===== config.mk =====
export PLATFORM = sky130hd
export DESIGN_NAME = mem_bus_arbiter
export DESIGN_NICKNAME = d
export VERILOG_FILES = /design/src/rtl/mem_bus_arbiter_pkg.sv /design/src/rtl/mem_bus_arbiter_arb_pick.sv /design/src/rtl/mem_bus_arbiter.sv
export SDC_FILE = /design/constraint.sdc
export NUM_CORES = 1
export LEC_CHECK = 0
export BUFFER_PORTS_ARGS = -buffer_cell sky130_fd_sc_hd__buf_2
export CAP_MARGIN = 20
export CORE_MARGIN = 2
export CORE_UTILIZATION = 50
export CTS_CLUSTER_SIZE = 8
export DETAILED_ROUTE_END_ITERATION = 10
export GPL_TIMING_DRIVEN = 0
export PLACE_DENSITY = 0.93
export SKIP_LAST_GASP = 1
export SLEW_MARGIN = 0
export SYNTH_ARGS = -nofsm -noshare
export SYNTH_HDL_FRONTEND = slang
export SYNTH_HIERARCHICAL = 1
export SYNTH_SLANG_ARGS = --single-unit
export TNS_END_PERCENT = 100

===== constraint.sdc =====
create_clock -name clk -period 9.5 [get_ports clk]
set_clock_uncertainty 0.05 [all_clocks]
set_input_delay 1.9 -clock clk [delete_from_list [all_inputs] [get_ports clk]]
set_output_delay 1.9 -clock clk [all_outputs]
set_load 0.05 [all_outputs]

===== src/rtl/mem_bus_arbiter_pkg.sv =====
// Shared types and constants for the two-master memory bus arbiter.
package mem_bus_arbiter_pkg;

  typedef enum logic [1:0] {
    IDLE = 2'd0,
    BUSY = 2'd1,
    TURN = 2'd2
  } state_t;

  typedef enum logic {
    REQ_IF = 1'b0,
    REQ_D  = 1'b1
  } req_id_t;

  // Width of the transaction timeout counter (TMO_CYC is at most 255)
  localparam int unsigned CNT_W = 8;

  // Read data returned to a requester whose transaction timed out
  localparam int unsigned TMO_RDATA_MAX_W = 256;
  localparam logic [TMO_RDATA_MAX_W-1:0] TMO_RDATA = '1;

  // The requester that was not just served
  function automatic req_id_t other_req(input req_id_t id);
    return (id == REQ_D) ? REQ_IF : REQ_D;
  endfunction

endpackage


===== src/rtl/mem_bus_arbiter_arb_pick.sv =====
// Arbitration decision between fetch and data requesters.
// Optional feature macro: ARB_ROUND_ROBIN_EN (alternate on contention);
// default build gives data priority over fetch.
module arb_pick
  import mem_bus_arbiter_pkg::*;
(
  input  logic    i_if_req,
  input  logic    i_d_req,
  input  req_id_t i_ptr,
  output req_id_t o_winner_c
);

  // Pick the winner; with no request the pointer value is a don't-care
  always_comb begin
    o_winner_c = i_ptr;
    if (i_if_req && i_d_req) begin
`ifdef ARB_ROUND_ROBIN_EN
      o_winner_c = i_ptr;
`else
      o_winner_c = REQ_D;
`endif
    end else if (i_d_req) begin
      o_winner_c = REQ_D;
    end else if (i_if_req) begin
      o_winner_c = REQ_IF;
    end
  end

endmodule


===== src/rtl/mem_bus_arbiter.sv =====
// Arbitrates an instruction-fetch port and a data port onto one memory bus,
// with a per-transaction timeout and a sticky timeout flag.
// Optional feature macro: ARB_ROUND_ROBIN_EN (see arb_pick).
module mem_bus_arbiter
  import mem_bus_arbiter_pkg::*;
#(
  parameter int unsigned ADDR_W  = 32,
  parameter int unsigned DATA_W  = 32,
  parameter int unsigned TMO_CYC = 64
) (
  input  logic              clk,
  input  logic              reset,
  input  logic              if_req,
  input  logic [ADDR_W-1:0] if_addr,
  output logic [DATA_W-1:0] if_rdata,
  output logic              if_ack,
  input  logic              d_req,
  input  logic              d_we,
  input  logic [ADDR_W-1:0] d_addr,
  input  logic [DATA_W-1:0] d_wdata,
  output logic [DATA_W-1:0] d_rdata,
  output logic              d_ack,
  output logic [ADDR_W-1:0] address_bus,
  output logic [DATA_W-1:0] data_bus_out,
  input  logic [DATA_W-1:0] data_bus_in,
  output logic              mem_req,
  output logic              mem_we,
  input  logic              mem_ack,
  output logic              tmo_err
);

  state_t            r_state;
  req_id_t           r_gnt;
  req_id_t           r_ptr;
  logic [CNT_W-1:0]  r_cnt;
  logic              r_mem_req;
  logic              r_mem_we;
  logic              r_if_ack;
  logic              r_d_ack;
  logic              r_tmo_err;
  logic [ADDR_W-1:0] r_addr;
  logic [DATA_W-1:0] r_wdata;
  logic [DATA_W-1:0] r_if_rdata;
  logic [DATA_W-1:0] r_d_rdata;

  req_id_t           w_winner;
  logic              w_any_req;
  logic              w_tmo;
  logic              w_done;
  logic [DATA_W-1:0] w_tmo_rdata;

  assign w_any_req   = if_req | d_req;
  assign w_tmo       = (r_cnt == CNT_W'(TMO_CYC - 1));
  assign w_done      = mem_ack | w_tmo;
  assign w_tmo_rdata = DATA_W'(TMO_RDATA);

  arb_pick u_arb_pick (
    .i_if_req   (if_req),
    .i_d_req    (d_req),
    .i_ptr      (r_ptr),
    .o_winner_c (w_winner)
  );

  // Grant / wait for memory / one-cycle turnaround, with registered bus and acks
  always_ff @(posedge clk or posedge reset) begin
    if (reset) begin
      r_state    <= IDLE;
      r_gnt      <= REQ_IF;
      r_ptr      <= REQ_IF;
      r_cnt      <= '0;
      r_mem_req  <= 1'b0;
      r_mem_we   <= 1'b0;
      r_if_ack   <= 1'b0;
      r_d_ack    <= 1'b0;
      r_tmo_err  <= 1'b0;
      r_addr     <= '0;
      r_wdata    <= '0;
      r_if_rdata <= '0;
      r_d_rdata  <= '0;
    end else begin
      r_if_ack <= 1'b0;
      r_d_ack  <= 1'b0;
      case (r_state)
        IDLE: begin
          if (w_any_req) begin
            r_gnt     <= w_winner;
            r_mem_req <= 1'b1;
            r_cnt     <= '0;
            r_state   <= BUSY;
            if (w_winner == REQ_D) begin
              r_addr   <= d_addr;
              r_mem_we <= d_we;
              r_wdata  <= d_wdata;
            end else begin
              r_addr   <= if_addr;
              r_mem_we <= 1'b0;
            end
          end
        end
        BUSY: begin
          if (w_done) begin
            r_mem_req <= 1'b0;
            r_mem_we  <= 1'b0;
            r_ptr     <= other_req(r_gnt);
            r_state   <= TURN;
            if (!mem_ack) begin
              r_tmo_err <= 1'b1;
            end
            if (r_gnt == REQ_D) begin
              r_d_ack <= 1'b1;
              if (!mem_ack) begin
                r_d_rdata <= w_tmo_rdata;
              end else if (!r_mem_we) begin
                r_d_rdata <= data_bus_in;
              end
            end else begin
              r_if_ack   <= 1'b1;
              r_if_rdata <= mem_ack ? data_bus_in : w_tmo_rdata;
            end
          end else begin
            r_cnt <= r_cnt + CNT_W'(1);
          end
        end
        TURN: begin
          r_state <= IDLE;
        end
        default: begin
          r_state <= IDLE;
        end
      endcase
    end
  end

  assign if_rdata     = r_if_rdata;
  assign if_ack       = r_if_ack;
  assign d_rdata      = r_d_rdata;
  assign d_ack        = r_d_ack;
  assign address_bus  = r_addr;
  assign data_bus_out = r_wdata;
  assign mem_req      = r_mem_req;
  assign mem_we       = r_mem_we;
  assign tmo_err      = r_tmo_err;

endmodule


-- Word level (Yosys, flattened, before mapping)
Index checks and enable logic that the tools add are counted.
- register bits after elaboration: 145
- latch bits: 0
- RAM bits: 0
- ROM bits: 0
- bits of input ports: 134
- output and inout bits: 133
- logic and storage cells: 61
- memories: 0
- $add $sub $neg: 1
- $mul: 0
- div/mod/pow operators: 0
- $lt $le $gt $ge: 0
- eq/ne operators: 6
- shifts and indexed selects: 0
- muxes and demuxes: 25
- bitwise logic cells: 4
- reduce and logical (&&, ||, !) cells: 12
- operators by type and width (kind ; count):
    $mux 32 ; 4
    $mux 8 ; 2
    $pmux 8 s2 ; 1
    $reduce_and 3->1 ; 5
    $mux 1 ; 13
    $add 8x1->8 const B ; 1
    $eq 8x6->1 const B ; 1
    $ne 2x2->1 const B ; 4
    $reduce_and 2->1 ; 3
    $mux 2 ; 2
    $pmux 1 s2 ; 2
    $pmux 2 s2 ; 1
    $reduce_and 4->1 ; 1
    $eq 2x1->1 const B ; 1
    $logic_not 2->1 ; 1
    $not 1->1 ; 2
    $or 1x1->1 ; 2
    $reduce_bool 2->1 ; 1
    $logic_and 1x1->1 ; 1

-- Logic depth before layout (Yosys ltp)
- depth in word-level cells: 6
- mapped depth: 6
- depth with buffers taken out: 6

-- Modules after synthesis
The synthesis kept the hierarchy.
- by module, submodules not included (module ; instances ; cells an instance ; area each (µm²) ; sequential area each (µm²)):
    mem_bus_arbiter ; 1 ; 451 ; 5855.6 ; 3628.5
    arb_pick ; 1 ; 2 ; 11.3 ; 0.0

-- Least setup slack after synthesis
No wires, ideal clock.
- kind: input -> register
- start: input port if_req
- end: register r_wdata[10], in the netlist data_bus_out[10]
- library setup time: 0.125 ns
- data arrival time: 2.975 ns
- data required time: 9.325 ns
- setup slack: 6.350 ns
- stages on the path: 6
- path buffers: 2
- path through: inv_1 a21o_1 clkbuf_1 nand2_1 buf_2 mux2_2
- cells in the longest elaborated chain, start to end: 4
- elaborated cells between the ends (all ways): 6
- classes of those cells: mux: 3; bitwise: 1; reduce/logical: 2
- RTL lines (what ; RTL line ; RTL):
    start, declared ; mem_bus_arbiter.sv:13 ; input logic if_req,
    $mux 1 ; mem_bus_arbiter_arb_pick.sv:24 ; end else if (i_if_req) begin
    $mux 1 ; mem_bus_arbiter_arb_pick.sv:22 ; end else if (i_d_req) begin
    $mux 1 (*) ; mem_bus_arbiter_arb_pick.sv:16 ; if (i_if_req && i_d_req) begin
    net w_winner ; mem_bus_arbiter.sv:46 ; req_id_t w_winner;
    $reduce_and 3->1 (no line) (*) ; - ;
    end signal, assigned ; mem_bus_arbiter.sv:93 ; r_wdata <= d_wdata;
    end, declared ; mem_bus_arbiter.sv:42 ; logic [DATA_W-1:0] r_wdata;
Mark *: on every way through the listed nets, which the timed path passes. The rest lies on a longest branch.
A chain may end at the register's enable or synchronous reset.

-- Worst setup path after layout
- start: input port if_req
- end: register r_wdata[6], in the netlist data_bus_out[6]
The elaborated chain is that of the path after synthesis.

==> results_dict.tcl <==
set metrics [dict create \
    path_max_fanout 10 \
    synth_cells 453 \
    wirelength_mm 16.7 \
    final_hold_viol_count 0 \
    holdWs_ps 426 \
    antenna_found_initial 1 \
    ys_top_cells_by_area "dfrtp_1 62%, o22a_1 6.9%, mux2_2 6.1%" \
    synth_top_area_share_pct 61.8 \
    hold_path.class "register to register" \
    max_freq_ghz 0.325 \
    synthSimpleGateAreaFrac_pct 5.33 \
    grt_overflow 0 \
    num_rows 39 \
    synthAdderAreaFrac_pct 0.213 \
    grt_start_max_net_pins 82 \
    synth_top_area_cell "dfrtp_1" \
    design.portCount 267 \
    synth_seq_cells 145 \
    crit_required_ps 9740 \
    fin_nets 873 \
    async_reset_ff_share_pct 100 \
    core_um2 11400 \
    end_kind "register" \
    maxCapViolCount 0 \
    clk_pin_slew_ps 60 \
    cts.htree.levels 4 \
    synth_ff_type "dfrtp_1" \
    critical_path.max_stage_delay_ps 370 \
    yosys.cell_types.count 38 \
    final_area_um2 8040 \
    drc_errors 0 \
    slowest_stage "mux2_2" \
    vias_per_cell 5.49 \
    die_area_um2 12600 \
    port_buffers 265 \
    final.period_utilization_pct 32.4 \
    fin_crit_ps 3080 \
    cts_max_path_buffers 2 \
    initial_utilization_pct 51.4 \
    place_congestion 0.890 \
    syn_area_um2 5870 \
    synth_compound_area_share_pct 17.5 \
    final_max_slew_viol_count 0 \
    die_h_um 112 \
    grt_pass1_wl_mm 26.8 \
    synth_edf_count 0 \
    post_drt_wl_per_cell_um 18.7 \
    cts_root_buffer "clkbuf_16" \
    grt_pass1_vias 5233 \
    final.setup.tns_ps 0 \
    avgSynthCellArea_um2 13.0 \
    area_growth_pct 37.0 \
    die_x_um 112 \
    drive_gt1_share_pct 47.1 \
    drt_iter0_drc 336 \
    hold_buffers 0 \
    numClockSinks 145 \
    synth_top_family_by_area "compound AO/OA/AOI/OAI gates" \
    final_util_pct 70.4 \
    hpwl_mm 12.5 \
    arrival_ps 3330 \
    insertion_delay_ps 410 \
    path_cells "buf_2 > inv_1 > a21o_1 > clkbuf_1 > nand2_1 > buf_2 > mux2_2" \
    drt_first_pass_iters 4 \
    drtAntennaViolNets 0 \
    setup_viol_count_final 0 \
    relSlewSlack_pct 59.5 \
    path_buf_inv 4 \
    synth_xor_area_share_pct 0 \
    start_kind "primary input" \
    dpl-instance-area_um2 7400 \
    cts_tree "yes" \
    syn_nets 588 \
    status "completed" \
    tightest_slew_ps 608 \
    cp_common_cell "buf_2" \
    crit_family "buffers and inverters" \
    ys_seq_area_share_pct 61.8 \
    path_class "primary input to register" \
    cts_made_buffers 17 \
    grt_setup_unrepaired "false" \
    muxShareOfSynthArea_pct 11.6 \
    dr_total_vias 4917 \
    ctsResizeCount 0 \
    postCtsSetupRepairBufs 0 \
    yosysWarnings 6 \
    grtUsageTotal_pct 27.1 \
]
cells by family after synthesis:
group           after synthesis
compound gates              142
mux                          64
simple gates                 61
fa+ha+maj                     1
buf+inv                      40
flops                       145
sequential cells by signal, indices dropped and copies added, names as in the netlist, 2 cells and up:
register	flops
address_bus	32
d_rdata	32
data_bus_out	32
if_rdata	32
r_cnt	8
r_state	2
final cells by class:
class | count | area (µm²)
timing repair buffer | 266 | 1350
inverter | 9 | 38.8
multi-input combinational | 268 | 2030
antenna | 1 | 2.50
clock inverter | 9 | 154
sequential | 145 | 3630
fill | 801 | 3380
clock buffer | 23 | 478
buffer | 31 | 171
tap | 143 | 179
worst reg2reg max path, cell delays in order, from the launching register on:
cell and delay, ps:
dfrtp_1 390, ha_1 250, and3_2 280, a211oi_4 400, or2_1 180, buf_6 130
a31oi_1 110
cells in the mapped netlist, drive strengths merged (2+ instances only):
master and n:
dfrtp 145, o22a 46, a21oi 39, nor2 37
mux2 32, mux2i 32, a2bb2oi 18, buf 18
o22ai 18, clkbuf 13, inv 9, o21ai 8
nand2 6, a31oi 5, nand3 5, a21o 3
nand2b 2, nand4 2, nor3 2, nor4 2
per-stage QoR:
stage | instances | setup WS (ps)
5_1_grt | 894 | 6310
3_5_place_dp | 862 | 5980
6_report | 895 | 6420
4_1_cts | 894 | 6420
3_3_place_gp | 861 | 2470
2_1_floorplan | 453 | 3660
per-layer routing:
metal  track usage [%]  part of all wire, %  up-vias
li1                  -                    -     2247
met1              31.7                   38     2417
met2              48.0                   52      226
met3              7.72                  7.8       27
met4              9.19                  2.0        0
met5                 0                    0        -
layout by cell type (no fill, tap or decap), types with 17 or more instances in the layout:
| cell | n |
|---|---|
| o22a_1 | 46 |
| nor2_1 | 36 |
| a2bb2oi_1 | 18 |
| mux2i_1 | 32 |
| buf_2 | 276 |
| a21oi_1 | 37 |
| dfrtp_1 | 145 |
| o22ai_1 | 18 |
| mux2_2 | 32 |
| clkbuf_16 | 17 |
path summary, 6_finish.rpt:
| kind | startpoint | cells past startpoint | to | slack (ps) |
|---|---|---|---|---|
| max in group asynchronous | reset | 3 | if_rdata[28]$_DFFE_PP0P_ | 7090 |
| min in group asynchronous | reset | 2 | data_bus_out[17]$_DFFE_PP0P_ | 1520 |
| setup / recovery | if_req | 7 | data_bus_out[6]$_DFFE_PP0P_ | 6420 |
| hold reg to reg | mem_req$_DFFE_PP0P_ | 1 | mem_req$_DFFE_PP0P_ | 430 |
| hold / removal | mem_req$_DFFE_PP0P_ | 1 | mem_req$_DFFE_PP0P_ | 430 |
| setup reg to reg | r_cnt[0]$_DFFE_PP0P_ | 6 | r_cnt[6]$_DFFE_PP0P_ | 7580 |
Power is left out: the tool's default activity adds up to more than one toggle a clock period on the data nets, which glitch-free logic cannot reach.
